[src/rtl/seq_multiplier_n_bits.sv]
// Sequential shift-add N x N multiplier with a start/busy/done handshake and runtime signed mode.
// Optional early termination on an exhausted multiplier: define MULT_EARLY_TERM_EN.
module seq_multiplier_n_bits #(
  parameter int N = 8
) (
  input  logic           clk,
  input  logic           rst_n,
  input  logic           start,
  input  logic           signed_mode,
  input  logic [N-1:0]   a,
  input  logic [N-1:0]   b,
  output logic           busy,
  output logic           done,
  output logic [2*N-1:0] p
);

  localparam int CW = $clog2(N);

  typedef enum logic [1:0] {IDLE, CALC, DONE} state_t;

  state_t         state, state_nxt;
  logic [2*N-1:0] acc, acc_step, acc_fin;
  logic [N-1:0]   mcand, mpr, a_mag, b_mag;
  logic [CW-1:0]  cnt;
  logic [N:0]     sum;
  logic           neg, last, accept;

  assign accept = start && (state == IDLE || state == DONE);
  assign busy   = (state == CALC);
  assign done   = (state == DONE);

  always_comb begin
    a_mag    = (signed_mode && a[N-1]) ? (~a) + N'(1) : a;
    b_mag    = (signed_mode && b[N-1]) ? (~b) + N'(1) : b;
    sum      = {1'b0, acc[2*N-1:N]} + (mpr[0] ? {1'b0, mcand} : '0);
    acc_step = {sum, acc[N-1:1]};
`ifdef MULT_EARLY_TERM_EN
    // Once the multiplier runs dry, skip the remaining zero iterations by
    // shifting out all of them at once so the product stays aligned.
    last     = (cnt == CW'(N-1)) || (mpr[N-1:1] == '0);
    acc_fin  = acc_step >> (CW'(N-1) - cnt);
`else
    last     = (cnt == CW'(N-1));
    acc_fin  = acc_step;
`endif
  end

  always_comb begin
    state_nxt = state;
    case (state)
      IDLE:    if (start) state_nxt = CALC;
      CALC:    if (last)  state_nxt = DONE;
      DONE:    state_nxt = start ? CALC : IDLE;
      default: state_nxt = IDLE;
    endcase
  end

  always_ff @(posedge clk or negedge rst_n) begin
    if (!rst_n) state <= IDLE;
    else        state <= state_nxt;
  end

  always_ff @(posedge clk or negedge rst_n) begin
    if (!rst_n) begin
      acc   <= '0;
      mcand <= '0;
      mpr   <= '0;
      cnt   <= '0;
      neg   <= 1'b0;
      p     <= '0;
    end else if (accept) begin
      acc   <= '0;
      mcand <= a_mag;
      mpr   <= b_mag;
      cnt   <= '0;
      neg   <= signed_mode & (a[N-1] ^ b[N-1]);
    end else if (state == CALC) begin
      acc <= acc_step;
      mpr <= mpr >> 1;
      cnt <= cnt + CW'(1);
      if (last) p <= neg ? ('0 - acc_fin) : acc_fin;
    end
  end

endmodule

[config.mk]
export PLATFORM = sky130hd
export DESIGN_NAME = seq_multiplier_n_bits
export DESIGN_NICKNAME = d
export VERILOG_FILES = /design/src/rtl/seq_multiplier_n_bits.sv
export SDC_FILE = /design/constraint.sdc
export NUM_CORES = 1
export LEC_CHECK = 0
export CAP_MARGIN = 20
export CORE_MARGIN = 2
export CORE_UTILIZATION = 53
export DETAILED_ROUTE_END_ITERATION = 8
export MAX_ROUTING_LAYER = met4
export PLACE_DENSITY = 0.75
export REMOVE_ABC_BUFFERS = 1
export SLEW_MARGIN = 20
export SYNTH_ARGS = -nofsm -noshare
export SYNTH_HDL_FRONTEND = slang
export SYNTH_SLANG_ARGS = --single-unit
export TNS_END_PERCENT = 50
[constraint.sdc]
create_clock -name clk -period 4.6 [get_ports clk]
set_clock_uncertainty 0.1 [all_clocks]
set_input_delay 0.92 -clock clk [delete_from_list [all_inputs] [get_ports clk]]
set_output_delay 0.92 -clock clk [all_outputs]
set_load 0.01 [all_outputs]
-- Yosys cells after proc, flatten, opt, wreduce, memory -nomap -nowiden
Cells that the tools add are included.
- memories: 0
- bits in writable memories: 0
- input bits: 20
- bits in latches: 0
- memory bits (read-only): 0
- register bits: 54
- output and inout port bits: 18
- word-level logic and storage cells: 44
- order comparisons: 0
- divide/modulo/power cells: 0
- equal/unequal tests: 5
- bitwise operators: 5
- add/subtract/negate cells: 5
- shifts and indexed selects: 0
- mux-type cells: 14
- reduce and logical (&&, ||, !) cells: 8
- $mul: 0
- operator list (kind ; number):
    $mux W16 ; 3
    $mux W8 ; 5
    $add A8 B1 Y8 const B ; 2
    $not A8 Y8 ; 2
    $sub A1 B16 Y16 const A ; 1
    $add A8 B8 Y9 ; 1
    $mux W3 ; 2
    $pmux W2 S3 ; 1
    $mux W2 ; 2
    $add A3 B1 Y3 const B ; 1
    $eq A3 B3 Y1 const B ; 1
    $logic_and A1 B1 Y1 ; 3
    $reduce_and A3 Y1 ; 1
    $eq A2 B1 Y1 const B ; 1
    $eq A2 B2 Y1 const B ; 1
    $logic_not A2 Y1 ; 1
    $ne A2 B1 Y1 const B ; 1
    $ne A2 B2 Y1 const B ; 1
    $reduce_and A2 Y1 ; 1
    $reduce_bool A2 Y1 ; 1
    $and A1 B1 Y1 ; 1
    $logic_or A1 B1 Y1 ; 1
    $mux W1 ; 1
    $not A1 Y1 ; 1
    $xor A1 B1 Y1 ; 1

-- Depth between registers and ports, before layout
- depth after elaboration: 5
- mapped depth: 9
- depth with buffers taken out: 9

-- Worst setup path before layout
No wires, ideal clock.
- path kind: reg-to-reg
- from: register mpr[0]
- to: register p[15]
- setup slack: 2.015 ns
- library setup time: 0.128 ns
- stages on the path, launching flop included: 10
- data arrival time: 2.358 ns
- buffers on the path: 0
- cell sequence: dfrtp_1 > and2_1 > ha_1 > fa_1 > a21o_2 > a221oi_2 > xnor2_1 > nor4_1 > mux2i_1 > nand2_1
- word-level cells in the longest chain between the ends: 4
- RTL lines (item ; RTL line ; RTL):
    start: declaration ; 23 ; logic [N-1:0] mcand, mpr, a_mag, b_mag;
    start signal: assignment ; 74 ; mpr <= b_mag;
    start signal: assignment ; 79 ; mpr <= mpr >> 1;
    $mux W8 (*) ; 35 ; sum = {1'b0, acc[2*N-1:N]} + (mpr[0] ? {1'b0, mcand} : '0);
    $add A8 B8 Y9 (*) ; 35 ;
    $sub A1 B16 Y16 ; 81 ; if (last) p <= neg ? ('0 - acc_fin) : acc_fin;
    $mux W16 (*) ; 81 ;
    end signal: assignment ; 81 ;
    end: declaration ; 14 ; output logic [2*N-1:0] p
Every way passes the cells marked *; elsewhere a longest branch is shown, timed or not.
A chain may end at the register's enable or synchronous reset.

-- Final worst setup path
- from: register state[0]
- to: output port busy
- word-level cells in the longest chain between the ends: 1
- RTL lines (item ; RTL line ; RTL):
    start: declaration ; 21 ; state_t state, state_nxt;
    start signal: assignment ; 60 ; else state <= state_nxt;
    $eq A2 B1 Y1 ; 29 ; assign busy = (state == CALC);
    end: declaration ; 12 ; output logic busy,
No other way between the ends.

==> results by group <==
Worst setup path
  • Worst-path fanout max: 19
  • Register-to-register setup slack: 1650 ps
  • CP cell instances: nand2b_1, clkinv_1, buf_4, clkdlybuf4s50_1
  • CP Launch Type: register
  • Crit path DAT: 2170 ps
  • Slowest library cell on the worst path: clkdlybuf4s50_1
  • CP Class: register to output port
  • Required time of the worst setup path: 3580 ps
  • Worst path bufs/invs: 3
  • Crit. End Element: output port
  • CP delay by family, top: buffers and inverters
  • CP max stage delay: 480 ps

Detailed routing
  • Total wire length: 5.35 mm
  • Final ANT Viol Nets: 0
  • DRC Markers: 0
  • WL met3: 187 um
  • DR vias/cell: 5.46
  • Drt wl/cell: 13.0 um
  • DR WL met2: 2.56 mm
  • Routed metal-1 wire length: 2.49 mm
  • Pre-Repair DR Iteration Count: 4
  • Top Metal Used: met4
  • Vias: 2238
  • DR iter-0 viols: 133

Clock network
  • H-tree levels: 2
  • Root Driver: clkbuf_8
  • # resized after CTS: 0
  • Hold_buf cts: 0
  • Total CTS buffers: 5
  • Longest Clk Path Bufs: 2
  • Postcts setup bufs: 0
  • CTS tree: done
  • Clock-pin slew on the worst setup and hold paths: 100 ps
  • Clk Latency, worst-skew pair: 310 ps
  • CTS sink cnt: 53

Timing
  • RSZ-0062 raised after global routing: no
  • Final setup fails: 0
  • Final Hold Vio Count: 0
  • Max Fclk: 314 MHz
  • Setup Total Neg Slack: 0 ps
  • Worst Tran Pin Value: 998 ps
  • Final slew viol count: 0
  • Worst relative slew slack: 33.2%
  • Period utilization: 69.3%
  • Min Tclk post-route: 3190 ps

Global routing
  • Vias in the first global route: 2221
  • First-pass GRT wire length: 9.36 mm
  • Antenna violations before repair: 0
  • Largest net degree at the start of global routing: 54
  • GRT Util Overall: 19.6%
  • Grt ovf: 0

Finish
  • N_diodes: 0
  • Share of layout cells above drive strength 1: 6.51%
  • Final nets: 371
  • Layout area overhead: 18.5%

Power
  • VDD IR max: 0.000244 V
  • Psw: 863 uW
  • Leakage Power: 1.56 nW
  • Switching Share: 39.7%
  • Total power: 2.17 mW
  • Combinational group share of total power: 49.8%
  • Clock network fraction of total power: 12.5%
  • Power Density: 627 nW/um^2
  • Seq pwr share: 37.7%
  • Internal: 1.31 mW

Synth
  • Register area share after synthesis: 45.4%
  • Area fraction of the dominant cell type after synthesis: 45.4%
  • Syn Inst Count: 300
  • Synth area leader: dfrtp_1
  • Async set-or-reset flop fraction in the synthesized netlist: 100%
  • Main area contributors after synthesis: dfrtp_1 (45%), o21ai_0 (6.2%), ha_1 (5.6%)
  • Yosys reg bits: 53
  • Syn Area/Cell: 9.73 um^2
  • Yosys warns: 0
  • Post-synth EDFFs: 0
  • Main synth FF type: dfrtp_1
  • Cell Area, Synth: 2920 um^2
  • Yosys cell types: 46

Outcome
  • Outcome: completed

Floorplan
  • Die Y: 78.2 um
  • Chip width: 78.2 um
  • Core footprint: 5410 um^2
  • Die footprint: 6120 um^2
  • Rows: 27
  • Num ports: 38
  • Starting Density: 54.0%

Job
  • Maxcap violations: 0

Placed design
  • IO Port Bufs: 37
  • Placer Congestion: 0.859
  • DP Wirelength: 4.02 mm

Min path
  • Hold Path Class: register to register
path summary, 6_finish.rpt:
path	end	startpoint	cells after the start
max reg2reg	p[15]	mpr[0]	9
min reg2reg	mcand[7]	mcand[7]	2
min	mcand[7]	mcand[7]	2
max in group asynchronous	mcand[5]	rst_n	2
min in group asynchronous	p[3]	rst_n	2
max	busy	state[0]	4
synthesized netlist by cell type, types with 5 or more instances:
cell	number
o21ai_0	36
nand3_1	5
and2_1	9
xor2_1	17
a22oi_1	6
nor2_1	16
a21oi_1	8
nand2_1	37
or3_1	6
ha_1	13
inv_1	9
o31ai_1	6
dfrtp_1	53
xnor2_1	10
a22o_1	15
clkbuf_1	11
through the flow:
step / instance area, um^2 / setup slack [ps] / hold WS, ps / instances / util, %
3_3_place_gp: 3360 / 1710 / 354 / 402 / 62.2
5_1_grt: 3460 / 1260 / 405 / 410 / 64.0
4_1_cts: 3460 / 1420 / 376 / 410 / 64.0
3_5_place_dp: 3360 / 1700 / 355 / 402 / 62.2
6_report: 3460 / 1410 / 368 / 410 / 64.0
2_1_floorplan: 2880 / 2000 / 338 / 289 / -
sequential cells by signal (all words and copies together) (netlist names):
| register | cells |
|---|---|
| state | 2 |
| p | 16 |
| neg | 1 |
| cnt | 3 |
| mpr | 8 |
| mcand | 8 |
| acc | 15 |
final cells by class:
cell class                      count  area [um^2]
Clock buffer                        6         82.6
Timing Repair Buffer               41          395
Fill cell                         477         1950
Inverter                           10         37.5
Multi-Input combinational cell    226         1510
Clock inverter                      2         13.8
Tap cell                           72         90.1
Sequential cell                    53         1330
routing by layer:
| metal | global-route usage [%] | up-vias |
|---|---|---|
| li1 | - | 1149 |
| met1 | 22.2 | 1034 |
| met2 | 34.0 | 46 |
| met3 | 4.02 | 9 |
| met4 | 8.07 | 0 |
| met5 | - | - |
worst reg2reg max path: cells and delay by family, from the launching register on:
kind | cells | cell delay (ps)
simple gates | 3 | 710
fa+ha+maj | 2 | 670
flops | 1 | 460
compound gates | 2 | 460
mux | 1 | 230
xor+xnor | 1 | 200
power by group through the flow:
stage	logic [mW]	clock network, mW	registers [mW]
6_report	1.08	0.272	0.818
2_1_floorplan	0.735	0	0.817
3_5_place_dp	1.09	0	0.827
5_1_grt	1.23	0.298	0.850
3_3_place_gp	1.07	0	0.822
4_1_cts	1.09	0.279	0.820
logic make-up after synthesis:
group / Yosys count / synth area share [%]
flops: 53 / 45.4
xor+xnor: 27 / 8.10
buf+inv: 21 / 2.70
simple gates: 93 / 15.3
compound gates: 88 / 20.9
mux: 4 / 1.37
fa+ha+maj: 14 / 6.26
cells in the final DEF (no fill, tap or decap), drive strengths merged, types with 4 or more instances in the layout:
| master | instances |
|---|---|
| dfrtp | 53 |
| nand2 | 37 |
| o21ai | 37 |
| clkdlybuf4s50 | 36 |
| xor2 | 17 |
| nor2 | 16 |
| a22o | 16 |
| ha | 13 |
| xnor2 | 10 |
| inv | 9 |
| and2 | 9 |
| a21oi | 8 |
| o31ai | 6 |
| or3 | 6 |
| a22oi | 6 |
| clkbuf | 6 |
| nand3 | 5 |
| buf | 5 |
| nor3 | 4 |
| mux2i | 4 |
(Power assumes the default switching activity.)
==> edit 1: new RTL, same settings <==
The 3 states of `state_t` get a one-hot encoding in 3 bits.
--- a/src/rtl/seq_multiplier_n_bits.sv
+++ b/src/rtl/seq_multiplier_n_bits.sv
@@ -16,7 +16,7 @@
 
   localparam int CW = $clog2(N);
 
-  typedef enum logic [1:0] {IDLE, CALC, DONE} state_t;
+  typedef enum logic [2:0] {IDLE = 3'b001, CALC = 3'b010, DONE = 3'b100} state_t;
 
   state_t         state, state_nxt;
   logic [2*N-1:0] acc, acc_step, acc_fin;
Function: same outputs for any inputs over 4 cycles, from zero or initial values and one cycle with rst_n low; so few cycles prove little.
==> edit 1 against the original RTL <==
Sequential cell count grew 1; via count grew 10%; global-route usage grew 1.0 points; total power shrank 15%; first-iteration DRC count grew 41%; design area grew 3.8%; worst setup slack lost 500 ps; largest power group unchanged; synthesized area grew 4.2%; routed wire length grew 10%.
==> edit 1: results (changes against the original RTL) <==
Hold path startpoint -> p[8] (was mcand[7])
Top cells by count, synth -> nand2_1 (56), dfrtp_1 (53), o21ai_0 (43), nand3_1 (23), nor2_1 (18) (was dfrtp_1 (53), nand2_1 (37), o21ai_0 (36), xor2_1 (17), nor2_1 (16))
Via density -> 5.569 (was 5.459)
Peak VDD IR -> 187.0 µV (was 244.0 µV)
Post-synthesis xor/xnor area fraction -> 8.347% (was 8.101%)
Post-synthesis mux area share -> 0.6579% (was 1.372%)
Met3 WL -> 217 µm (was 187 µm)
Critical-path maximum fanout -> 25 (was 19)
DR WL/cell -> 13.33 µm (was 13.05 µm)
Post-Place Cell Area -> 0.003478 mm² (was 0.003363 mm²)
Largest cells by area after synthesis -> dfrtp_1 (44%), o21ai_0 (7.1%), nand2_1 (6.9%) (was dfrtp_1 (45%), o21ai_0 (6.2%), ha_1 (5.6%))
Total GRT Usage -> 20.62% (was 19.61%)
Sequential area share after synthesis -> 44.45% (was 45.44%)
First-pass GRT wire length -> 10,010 µm (was 9356 µm)
GPL Wtd Cong -> 0.9154 (was 0.8594)
Internal power -> 1131 µW (was 1308 µW)
Slowest-stage cell, CP -> inv_1 (was clkdlybuf4s50_1)
Pre-CTS setup slack -> 1264 ps (was 1697 ps)
Met2 WL -> 2889 µm (was 2563 µm)
P_seq -> 696 µW (was 818 µW)
WL met1 -> 2726 µm (was 2488 µm)
# nets final -> 404 (was 371)
Outcome -> completed (unchanged)
Worst reg2reg path startpoint -> state[0] (was mpr[0])
CP arrival -> 2670 ps (was 2170 ps)
Largest net degree at the start of global routing -> 55 (was 54)
Met2 usage -> 34.62% (was 33.97%)
GRT met1 Usage -> 26.11% (was 22.22%)
Share of cells above drive strength 1 -> 5.391% (was 6.509%)
Inst Count DP -> 435 (was 402)
-- edit 1: cell types whose count changed after synthesis, sizes merged, moves of 3 or more --
cell / change
xnor2: +4
or4: +3
o21ai: +7
nand2: +19
nand2b: -3
nor2b: -3
a22o: -16
nor3: -3
nand3: +18
-- edit 1: layout make-up --
class	instances	area (µm²)
inverters	11	41.29
flip-flops and latches	54	1353
multi-input cells	257	1595
well taps	72	90.09
repair buffers	41	399.1
clock inverters	2	38.79
fillers	502	1951
clock buffers	6	72.57
-- edit 1: worst paths after layout --
| kind | endpoint | slack, ps | cells past startpoint |
|---|---|---|---|
| setup / recovery | busy | 910 | 4 |
| hold / removal | p[8] | 380 | 2 |
| setup reg to reg | p[15] | 1280 | 9 |
| hold reg to reg | p[8] | 380 | 2 |
| max in group asynchronous | acc[13] | 3350 | 2 |
| min in group asynchronous | p[6] | 610 | 2 |
==> edit 2: new RTL, config.mk and constraints unchanged <==
Without the edit above. Set the parameter `N` to 16 (it was 8).
--- a/src/rtl/seq_multiplier_n_bits.sv
+++ b/src/rtl/seq_multiplier_n_bits.sv
@@ -1,7 +1,7 @@
 // Sequential shift-add N x N multiplier with a start/busy/done handshake and runtime signed mode.
 // Optional early termination on an exhausted multiplier: define MULT_EARLY_TERM_EN.
 module seq_multiplier_n_bits #(
-  parameter int N = 8
+  parameter int N = 16
 ) (
   input  logic           clk,
   input  logic           rst_n,
Interface: changed (resized a, b and p); port bits go from 38 to 70. The function was not compared with the original's and may differ.
==> edit 2 against the original RTL <==
Via count grew 110%; synthesized area rose by 100%; sequential share of layout area down 1.2 points; worst setup slack got worse by 340 ps; register-to-register slack worse by 580 ps; combinational power is 140% higher; routed wire length is 130% higher; design area up 98%; core utilization decreased by 0.95 points; total power up 120%; sequential cell count increased by 49; largest cell class unchanged; largest power group unchanged.
==> edit 2: results (changes against the original RTL) <==
Signal buffers share of area -> 10.68% (was 11.43%)
Slowest-stage cell, CP -> or4_4 (was clkdlybuf4s50_1)
Seq area share -> 37.18% (was 38.34%)
Number of global-route vias before repair -> 4,536 (was 2,221)
Hold WS -> 379.6 ps (was 368.3 ps)
Largest registers -> p (32), acc (31) (was p (16), acc (15))
Multi-input gate area -> 0.003186 mm² (was 0.001514 mm²)
Clock Latency Late Sink -> 370 ps (was 310 ps)
Non-clk bufs -> 75 (was 41)
Outcome -> completed (unchanged)
Clock network share of area -> 2.643% (was 2.785%)
Logic power comb -> 2550 µW (was 1080 µW)
Top cells by count, synth -> dfrtp_1 (102), nand2_1 (85), o21ai_0 (82), xor2_1 (41), nor2_1 (36) (was dfrtp_1 (53), nand2_1 (37), o21ai_0 (36), xor2_1 (17), nor2_1 (16))
Multi-input gates -> 486 (was 226)
Post-Synthesis Cells -> 631 (was 300)
Largest net degree at the start of global routing -> 70 (was 54)
Critical path's top delay family -> compound AO/OA/AOI/OAI gates (was buffers and inverters)
H-tree depth -> 3 (was 2)
Post-synthesis xor/xnor area fraction -> 10.05% (was 8.101%)
Hold path startpoint -> p[23] (was mcand[7])
# nets final -> 741 (was 371)
GPL Wtd Cong -> 0.9531 (was 0.8594)
Met3 WL -> 620 µm (was 187 µm)
Worst Hold Endpoint -> p[23] (was mcand[7])
Total GRT Usage -> 22.59% (was 19.61%)
Met2 WL -> 5578 µm (was 2563 µm)
Comb power frac -> 54.6% (was 49.8%)
Synth unique cells -> 62 (was 46)
Sw Pwr -> 1997 µW (was 862.8 µW)
Via density -> 5.672 (was 5.459)
WL met1 -> 5821 µm (was 2488 µm)
Iter 0 DRT Violations -> 315 (was 133)
Post-synthesis compound-gate area fraction -> 23.05% (was 20.87%)
First-pass GRT wire length -> 21,100 µm (was 9356 µm)
FFs & Latches -> 102 (was 53)
Fillers -> 938 (was 477)
Post-synthesis mux area share -> 0.9083% (was 1.372%)
## edit 2: changes by cell type after synthesis, sizes merged, moves of 14 or more
| cell | unedited run | this run |
|---|---|---|
| nor2 | 16 | 36 |
| a21oi | 8 | 22 |
| xnor2 | 10 | 27 |
| o21ai | 37 | 88 |
| xor2 | 17 | 41 |
| nand2 | 37 | 85 |
| dfrtp | 53 | 102 |
## edit 2: per-layer routing
layer | track usage [%] | vias to the layer above
met1 | 31.03 | 2190
met4 | 7.414 | 0
met3 | 2.549 | 13
met5 | - | -
met2 | 35.19 | 131
li1 | - | 2368
## edit 2: metrics by stage
stage	util [%]	area (µm²)
2_1_floorplan	-	5771
3_3_place_gp	61.39	6684
3_5_place_dp	61.39	6684
4_1_cts	63.05	6865
5_1_grt	63.05	6865
6_report	63.05	6865
## edit 2: worst min-delay path, stage by stage, from the launching register on
cell and delay (ps):
dfrtp_1 350, nand2_1 40, o21ai_0 60
